`config.mk`:
```
export PLATFORM = sky130hd
export DESIGN_NAME = sdram_wb_bridge
export DESIGN_NICKNAME = d
export VERILOG_FILES = /design/src/rtl/sdram_wb_bridge.sv
export SDC_FILE = /design/constraint.sdc
export NUM_CORES = 1
export LEC_CHECK = 0
export ABC_CLOCK_PERIOD_IN_PS = 1800
export BUFFER_PORTS_ARGS = -buffer_cell sky130_fd_sc_hd__buf_2
export CAP_MARGIN = 20
export CORE_MARGIN = 5
export CORE_UTILIZATION = 40
export CTS_CLUSTER_DIAMETER = 100
export DETAILED_ROUTE_END_ITERATION = 12
export HOLD_SLACK_MARGIN = 0.03
export PLACE_DENSITY = 0.68
export SLEW_MARGIN = 5
export SYNTH_ARGS = -nofsm -noshare
export SYNTH_HDL_FRONTEND = slang
export SYNTH_SLANG_ARGS = --single-unit
```
`constraint.sdc`:
```
create_clock -name clk -period 1.8 [get_ports clk]
set_input_delay 0.36 -clock clk [delete_from_list [all_inputs] [get_ports clk]]
set_output_delay 0.36 -clock clk [all_outputs]
set_load 0.02 [all_outputs]
```
`src/rtl/sdram_wb_bridge.sv`:
```
// Bus-side responder for the SDRAM controller core: launches requests, drives DQM,
// captures read data and returns a delayed acknowledge. Optional watchdog: SDRAM_BRIDGE_TIMEOUT_EN.
module sdram_wb_bridge #(
    parameter int ADDR_W         = 21,
    parameter int TIMEOUT_CYCLES = 1023
) (
    input  logic              clk,
    input  logic              rst_n,
    input  logic              wb_stb,
    input  logic              wb_we,
    input  logic [1:0]        wb_sel,
    input  logic [ADDR_W-1:0] wb_adr,
    input  logic [15:0]       wb_dat_i,
    output logic [15:0]       wb_dat_o,
    output logic              wb_ack,
    output logic              wb_err,
    input  logic              sdram_init_done,
    output logic              sdram_wr_req,
    output logic              sdram_rd_req,
    input  logic              sdram_wr_ack,
    input  logic              sdram_rd_ack,
    output logic [ADDR_W:0]   sdram_addr,
    output logic [15:0]       sdram_wdata,
    input  logic [15:0]       sdram_rdata,
    output logic [1:0]        sdram_byteenable,
    output logic              dqm_h,
    output logic              dqm_l
);

    // DRAIN is reserved and shares the IDLE encoding, so it needs no constant of its own.
    localparam logic [1:0] S_IDLE = 2'd0;
    localparam logic [1:0] S_REQ  = 2'd1;
    localparam logic [1:0] S_DLY  = 2'd2;
    localparam logic [1:0] S_DONE = 2'd3;

    logic [1:0]        state_q, state_d;
    logic [ADDR_W-1:0] adr_q, adr_d;
    logic              we_q, we_d;
    logic [1:0]        sel_q, sel_d;
    logic [15:0]       wdata_q, wdata_d;
    logic [15:0]       rdata_q, rdata_d;
    logic              wr_req_q, wr_req_d;
    logic              rd_req_q, rd_req_d;
    logic              dqm_h_q, dqm_h_d;
    logic              dqm_l_q, dqm_l_d;
    logic              dly_q, dly_d;
    logic              ack_hit;

`ifdef SDRAM_BRIDGE_TIMEOUT_EN
    localparam logic [9:0] TIMEOUT_LAST = 10'(TIMEOUT_CYCLES - 1);
    logic [9:0] cnt_q, cnt_d;
    logic       err_q, err_d;
`endif

    assign ack_hit = we_q ? sdram_wr_ack : sdram_rd_ack;

    // DLY dwells two clocks so wb_ack lands two clocks after the controller ack.
    always_comb begin
        state_d  = state_q;
        adr_d    = adr_q;
        we_d     = we_q;
        sel_d    = sel_q;
        wdata_d  = wdata_q;
        rdata_d  = rdata_q;
        wr_req_d = wr_req_q;
        rd_req_d = rd_req_q;
        dqm_h_d  = dqm_h_q;
        dqm_l_d  = dqm_l_q;
        dly_d    = 1'b0;
`ifdef SDRAM_BRIDGE_TIMEOUT_EN
        cnt_d    = cnt_q;
        err_d    = err_q;
`endif
        case (state_q)
            S_IDLE: begin
                if (wb_stb && sdram_init_done) begin
                    adr_d   = wb_adr;
                    we_d    = wb_we;
                    sel_d   = wb_sel;
                    wdata_d = wb_dat_i;
                    dqm_h_d = wb_we & ~wb_sel[1];
                    dqm_l_d = wb_we & ~wb_sel[0];
`ifdef SDRAM_BRIDGE_TIMEOUT_EN
                    cnt_d   = 10'd0;
                    err_d   = 1'b0;
`endif
                    if (wb_we && (wb_sel == 2'b00)) begin
                        state_d = S_DLY;
                    end else begin
                        state_d  = S_REQ;
                        wr_req_d = wb_we;
                        rd_req_d = ~wb_we;
                    end
                end
            end
            S_REQ: begin
                if (ack_hit) begin
                    wr_req_d = 1'b0;
                    rd_req_d = 1'b0;
                    if (!we_q) begin
                        rdata_d = sdram_rdata;
                    end
                    state_d = wb_stb ? S_DLY : S_IDLE;
                end
`ifdef SDRAM_BRIDGE_TIMEOUT_EN
                else if (cnt_q == TIMEOUT_LAST) begin
                    wr_req_d = 1'b0;
                    rd_req_d = 1'b0;
                    if (!we_q) begin
                        rdata_d = 16'hFFFF;
                    end
                    err_d   = 1'b1;
                    state_d = S_DLY;
                end else begin
                    cnt_d = cnt_q + 10'd1;
                end
`endif
            end
            S_DLY: begin
                dly_d = 1'b1;
                if (dly_q) begin
                    dly_d   = 1'b0;
                    state_d = S_DONE;
                end
            end
            S_DONE: begin
                if (!wb_stb) begin
                    state_d = S_IDLE;
                end
            end
            default: state_d = S_IDLE;
        endcase
    end

    always_ff @(posedge clk or negedge rst_n) begin
        if (!rst_n) begin
            state_q  <= S_IDLE;
            adr_q    <= '0;
            we_q     <= 1'b0;
            sel_q    <= 2'b00;
            wdata_q  <= 16'h0000;
            rdata_q  <= 16'h0000;
            wr_req_q <= 1'b0;
            rd_req_q <= 1'b0;
            dqm_h_q  <= 1'b0;
            dqm_l_q  <= 1'b0;
            dly_q    <= 1'b0;
        end else begin
            state_q  <= state_d;
            adr_q    <= adr_d;
            we_q     <= we_d;
            sel_q    <= sel_d;
            wdata_q  <= wdata_d;
            rdata_q  <= rdata_d;
            wr_req_q <= wr_req_d;
            rd_req_q <= rd_req_d;
            dqm_h_q  <= dqm_h_d;
            dqm_l_q  <= dqm_l_d;
            dly_q    <= dly_d;
        end
    end

`ifdef SDRAM_BRIDGE_TIMEOUT_EN
    always_ff @(posedge clk or negedge rst_n) begin
        if (!rst_n) begin
            cnt_q <= 10'd0;
            err_q <= 1'b0;
        end else begin
            cnt_q <= cnt_d;
            err_q <= err_d;
        end
    end

    assign wb_err = err_q;
`else
    assign wb_err = 1'b0;
`endif

    // wb_ack follows the strobe combinationally so it falls in the clock the master releases.
    assign wb_ack           = wb_stb && (state_q == S_DONE);
    assign wb_dat_o         = rdata_q;
    assign sdram_wr_req     = wr_req_q;
    assign sdram_rd_req     = rd_req_q;
    assign sdram_addr       = {1'b0, adr_q};
    assign sdram_wdata      = wdata_q;
    assign sdram_byteenable = sel_q;
    assign dqm_h            = dqm_h_q;
    assign dqm_l            = dqm_l_q;

endmodule

```
* Word level (Yosys, flattened, before mapping) *
Index checks and enable logic that the tools add are counted.

storage, ports and cells
  bits in registers = 63
  bits of input ports = 62

cells by class
  eq/ne operators = 8
  multiplexer cells = 17
  bitwise gates (word level) = 6
  reduce and logical (&&, ||, !) cells = 10

operators by type and width
  cell                                                                    number
  2-bit 2-to-1 mux                                                        6
  2-bit inequality test (second input constant)                           5
  1-bit 2-to-1 mux                                                        8
  2-bit one-hot mux with 4 select lines                                   1
  4-bit AND reduction                                                     2
  2-bit equality test (second input constant)                             2
  2-bit logical NOT                                                       2
  1-bit NOT                                                               4
  1-bit one-hot mux with 2 select lines                                   2
  1-bit logical AND                                                       3
  3-bit AND reduction                                                     1
  1-bit AND                                                               2
  2-bit by 1-bit equality test with 1-bit output (second input constant)  1
  2-bit AND reduction                                                     1
  2-bit nonzero test                                                      1

* Longest topological paths before layout *
  depth after elaboration = 5
  gate-level depth with buffers = 6
  gate-level depth less buffers = 3

* Worst setup path after synthesis *
No wires, ideal clock.

  kind = register to register
  start = register state_q[1]
  end = register rdata_q[10], in the netlist wb_dat_o[10]
  library setup time = 0.125 ns
  data arrival time = 1.468 ns
  slack = 0.207 ns
  stages on the path, launching flop included = 5
  period minus slack after synthesis = 1.593 ns
  cell sequence = dfrtp_1 > buf_2 > nor4b_4 > buf_6 > mux2_2

on the way
  longest elaborated chain between the ends = 2

ends and longest elaborated chain
  element                                         line  text
  start, declared                                 36    logic [1:0] state_q, state_d;
  start signal, assigned                          149   state_q <= state_d;
  2-bit by 1-bit equality test with 1-bit output  74    case (state_q)
  3-bit AND reduction (no line)                   -
  end signal, assigned                            154   rdata_q <= rdata_d;
  end, declared                                   41    logic [15:0] rdata_q, rdata_d;

Every way passes these cells.
A chain may end at the register's enable or synchronous reset.

* Final worst setup path *
  start = register state_q[1]
  end = output wb_ack

on the way
  longest elaborated chain between the ends = 2

ends and longest elaborated chain
  element              line  text
  2-bit equality test  180   assign wb_ack = wb_stb && (state_q == S_DONE);
  1-bit logical AND    180
  end, declared        15    output logic wb_ack,

Every way passes these cells.

==> impl_summary.txt <==
----------------------------------------------------
[Worst setup path]
  Crit path required time ... 1440 ps
  Arrival @ worst endpoint ... 1210 ps
  Critical path peak fanout ... 8
  Kind of start point of the critical path ... flop
  Worst setup EP type ... output port
  Setup Crit Path Kind ... flop to output port

[Pwr]
  Part of the power in combinational logic ... 41.7%
  Total power divided by cell area ... 1853 nW/um^2
  Internal power contribution ... 3.875 mW
  Total chip power ... 6.364 mW
  Leakage power figure ... 1.932 nW
  Net load switching power ... 2.489 mW
  Fraction of power spent switching nets ... 39.11%
  Portion of total power attributed to sequential cells ... 38.3%
  Peak supply drop ... 0.9219 mV
  Clk pwr share ... 20.0%

[Clocking]
  TritonCTS clock tree ... yes
  Max Root-Sink Buffers ... 2
  Clock Pin Slew Worst Setup and Hold Paths ... 70 ps
  Number of H-tree levels ... 3
  Clock latency reported for the late side of the worst-skew pair ... 320 ps
  CTS Hold Buffers Added ... 0
  Number of buffers added by the clock tree synthesis step ... 9
  CTS Root Buffer Type ... sky130_fd_sc_hd__clkbuf_8
  Number of clock sinks ... 63
  Count of instances resized after the clock tree is built ... 0
  Count of buffers added by post-CTS timing repair for setup ... 0

[Placement]
  Placed wire-length estimate after detailed placement ... 4285 um
  Count of buffers inserted at the top-level ports ... 121
  Routability congestion estimate from global placement ... 0.7175

[Drt]
  Count of vias placed by the detailed router ... 2037
  Detailed-route DRC error count ... 0
  Final wirelength ... 5896 um
  Routed wire length per instance ... 13.10 um
  1st-pass router iterations ... 4
  Detailed router's first-iteration violation count ... 55
  Vias per cell ... 4.527
  Final ANT Viol Nets ... 0

[Final layout]
  Total inserted antenna cells ... 0
  Fraction of final layout cells sized beyond drive strength 1 ... 43.47%
  Final Net Count ... 432
  Number of filler instances in the final layout ... 546
  Post-layout utilization of the core ... 57.33%
  Area grow syn2layout ... 37.32%

[Global routing]
  Antenna violations before repair ... 0
  Pin count of the biggest net entering global routing ... 64
  Vias in the first global route ... 2108
  Leftover overflow at the end of global routing ... 0
  GR Util All Layers ... 15.70%
  Wire length of the first global-routing pass ... 9556 um

[Hold path]
  Class of the worst hold path ... input port to asynchronous set/reset pin

[Yosys]
  Cell area after synthesis ... 2501 um^2
  Post-synthesis instance total ... 243
  Fraction of the yosys area taken by sequential cells ... 63.03%
  Average footprint of a synthesized cell ... 10.29 um^2
  Ys Warns ... 0
  Cell type with the largest total area after synthesis ... sky130_fd_sc_hd__dfrtp_1
  Count of state elements after synthesis ... 63
  Library cells used by synthesis ... 27
  Area share of the largest cell type after synthesis ... 63.03%
  Area contributors post-synth ... sky130_fd_sc_hd__dfrtp_1, sky130_fd_sc_hd__nand2_1, sky130_fd_sc_hd__mux2_2, sky130_fd_sc_hd__buf_2, sky130_fd_sc_hd__nor4b_4

[Timing]
  Setup tns final ... 0 ps
  Min Clock Period, post-route ... 1567 ps
  Final setup fails ... 0
  Highest achievable clock rate ... 0.6383 GHz
  Setup repair after global routing missed its margin ... no
  Final slew viol count ... 0
  Final setup skew ... 8.932 ps
  Final Hold Viols ... 0
  Share of the cycle needed by the critical path after routing ... 87.04%

[Floorplanning]
  Floorplan die width ... 89.08 um
  Number of core rows ... 28
  Effective utilization at floorplan ... 41.75%
  I/O Pins ... 124
  Die outline area ... 7934 um^2
  Core region area ... 5991 um^2
  Die Ht ... 89.08 um

[Job]
  Reported max-cap violation count ... 0

[Status]
  Run status ... finished, final reports clean

----------------------------------------------------
==> cell usage after synthesis <==
cell type,number
sky130_fd_sc_hd__or3_1,1
sky130_fd_sc_hd__nand3_1,1
sky130_fd_sc_hd__nand4bb_1,1
sky130_fd_sc_hd__o31a_1,1
sky130_fd_sc_hd__inv_4,1
sky130_fd_sc_hd__o211ai_1,1
sky130_fd_sc_hd__clkbuf_1,4
sky130_fd_sc_hd__nand3b_1,2
sky130_fd_sc_hd__nand2_1,127
sky130_fd_sc_hd__buf_6,2
sky130_fd_sc_hd__nor4bb_1,1
sky130_fd_sc_hd__nor4b_4,1
sky130_fd_sc_hd__mux2_2,16
sky130_fd_sc_hd__inv_1,1
sky130_fd_sc_hd__a32oi_1,1
sky130_fd_sc_hd__buf_4,2
sky130_fd_sc_hd__dfrtp_1,63
sky130_fd_sc_hd__nor3b_1,1
sky130_fd_sc_hd__mux2i_1,1
sky130_fd_sc_hd__o2bb2ai_1,1
sky130_fd_sc_hd__nor2_1,2
sky130_fd_sc_hd__conb_1,1
sky130_fd_sc_hd__mux2_1,1
sky130_fd_sc_hd__or3b_1,1
sky130_fd_sc_hd__buf_2,7
sky130_fd_sc_hd__and3_1,1
sky130_fd_sc_hd__a32o_1,1
==> cell type report <==
cell class | instances | area [um^2] | share of cell area (%)
Tap cell | 75 | 93.84 | 2.732
Inverter | 2 | 10.01 | 0.2914
Clock inverter | 4 | 70.07 | 2.040
Timing Repair Buffer | 130 | 698.2 | 20.33
Sequential cell | 63 | 1577 | 45.90
Multi-Input combinational cell | 164 | 850.8 | 24.77
Clock buffer | 12 | 135.1 | 3.934
==> layer usage <==
layer,vias to the layer above,track usage (%),wire length [um]
met1,911,20.31,2681
li1,1023,-,-
met4,0,7.307,76
met3,10,4.608,642
met2,93,24.36,2496
met5,-,0,0
==> power groups by stage <==
| stage | sequential (mW) | combinational (mW) | clock (mW) |
|---|---|---|---|
| floorplan | 3.23 | 0.912 | 0 |
| global placement | 2.46 | 2.63 | 0 |
| detailed placement | 2.45 | 2.71 | 0 |
| CTS | 2.45 | 2.70 | 1.33 |
| global route | 2.54 | 2.91 | 1.40 |
| finish | 2.44 | 2.65 | 1.27 |
==> final timing paths <==
| check | cells past startpoint | endpoint | slack [ps] | from |
|---|---|---|---|---|
| setup / recovery | 3 | wb_ack | 230 | state_q[1] |
| hold / removal | 2 | wb_dat_o[2] | 30 | rst_n |
| setup reg to reg | 4 | wb_dat_o[6] | 300 | state_q[0] |
| hold reg to reg | 1 | dly_q | 420 | dly_q |
| max in group asynchronous | 2 | sdram_wdata[12] | 1480 | rst_n |
| min in group clk | 3 | adr_q[5] | 220 | wb_adr[5] |
==> flip-flops by register name, indices dropped and copies added, names as in the netlist <==
register / flops
sdram_byteenable: 2
dqm_h: 1
we_q: 1
sdram_wdata: 16
sdram_wr_req: 1
dqm_l: 1
sdram_rd_req: 1
dly_q: 1
state_q: 2
adr_q: 21
wb_dat_o: 16
==> kinds of logic after synthesis <==
kind of cell / Yosys count / share of synthesized area [%]
simple gates: 139 / 23.11
compound gates: 5 / 1.751
buf+inv: 17 / 3.901
other cells: 1 / 0.1499
mux: 18 / 8.054
flops: 63 / 63.03
==> worst max-delay path, stage by stage (launching register included) <==
cell                      delay [ps]
sky130_fd_sc_hd__dfrtp_1         410
sky130_fd_sc_hd__buf_4           180
sky130_fd_sc_hd__and3_1          140
sky130_fd_sc_hd__buf_2           150
==> cells in the final DEF, fill, tap and decap left out <==
master	count
sky130_fd_sc_hd__buf_4	7
sky130_fd_sc_hd__buf_12	2
sky130_fd_sc_hd__o2bb2ai_1	1
sky130_fd_sc_hd__nand4bb_2	1
sky130_fd_sc_hd__o31a_1	1
sky130_fd_sc_hd__and3_1	1
sky130_fd_sc_hd__mux2_1	1
sky130_fd_sc_hd__mux2i_1	1
sky130_fd_sc_hd__clkbuf_1	3
sky130_fd_sc_hd__bufinv_16	2
sky130_fd_sc_hd__inv_4	1
sky130_fd_sc_hd__nor4b_4	1
sky130_fd_sc_hd__nand3b_1	2
sky130_fd_sc_hd__dfrtp_1	63
sky130_fd_sc_hd__nand2_1	127
sky130_fd_sc_hd__clkinv_2	2
sky130_fd_sc_hd__a32o_1	1
sky130_fd_sc_hd__conb_1	2
sky130_fd_sc_hd__nor2_1	2
sky130_fd_sc_hd__nor4bb_4	1
sky130_fd_sc_hd__buf_2	121
sky130_fd_sc_hd__mux2_2	16
sky130_fd_sc_hd__a32oi_1	1
sky130_fd_sc_hd__or3_1	1
sky130_fd_sc_hd__nand3_1	1
sky130_fd_sc_hd__nor3b_1	1
sky130_fd_sc_hd__clkbuf_8	9
sky130_fd_sc_hd__or3b_1	1
sky130_fd_sc_hd__inv_1	1
sky130_fd_sc_hd__o211ai_1	1
==> stage by stage <==
stage | hold WS, ps | instances | setup slack (ps) | area (um^2)
after floorplan | 64.41 | 244 | 206.7 | 2505
after global placement | 400.6 | 434 | 339.8 | 3229
after detailed placement | 397.7 | 434 | 283.2 | 3229
after CTS | 33.47 | 450 | 194.3 | 3435
after global routing | 62.57 | 450 | 156.0 | 3435
final | 25.26 | 450 | 233.2 | 3435
Note: power is estimated with default switching activity, not from simulation.
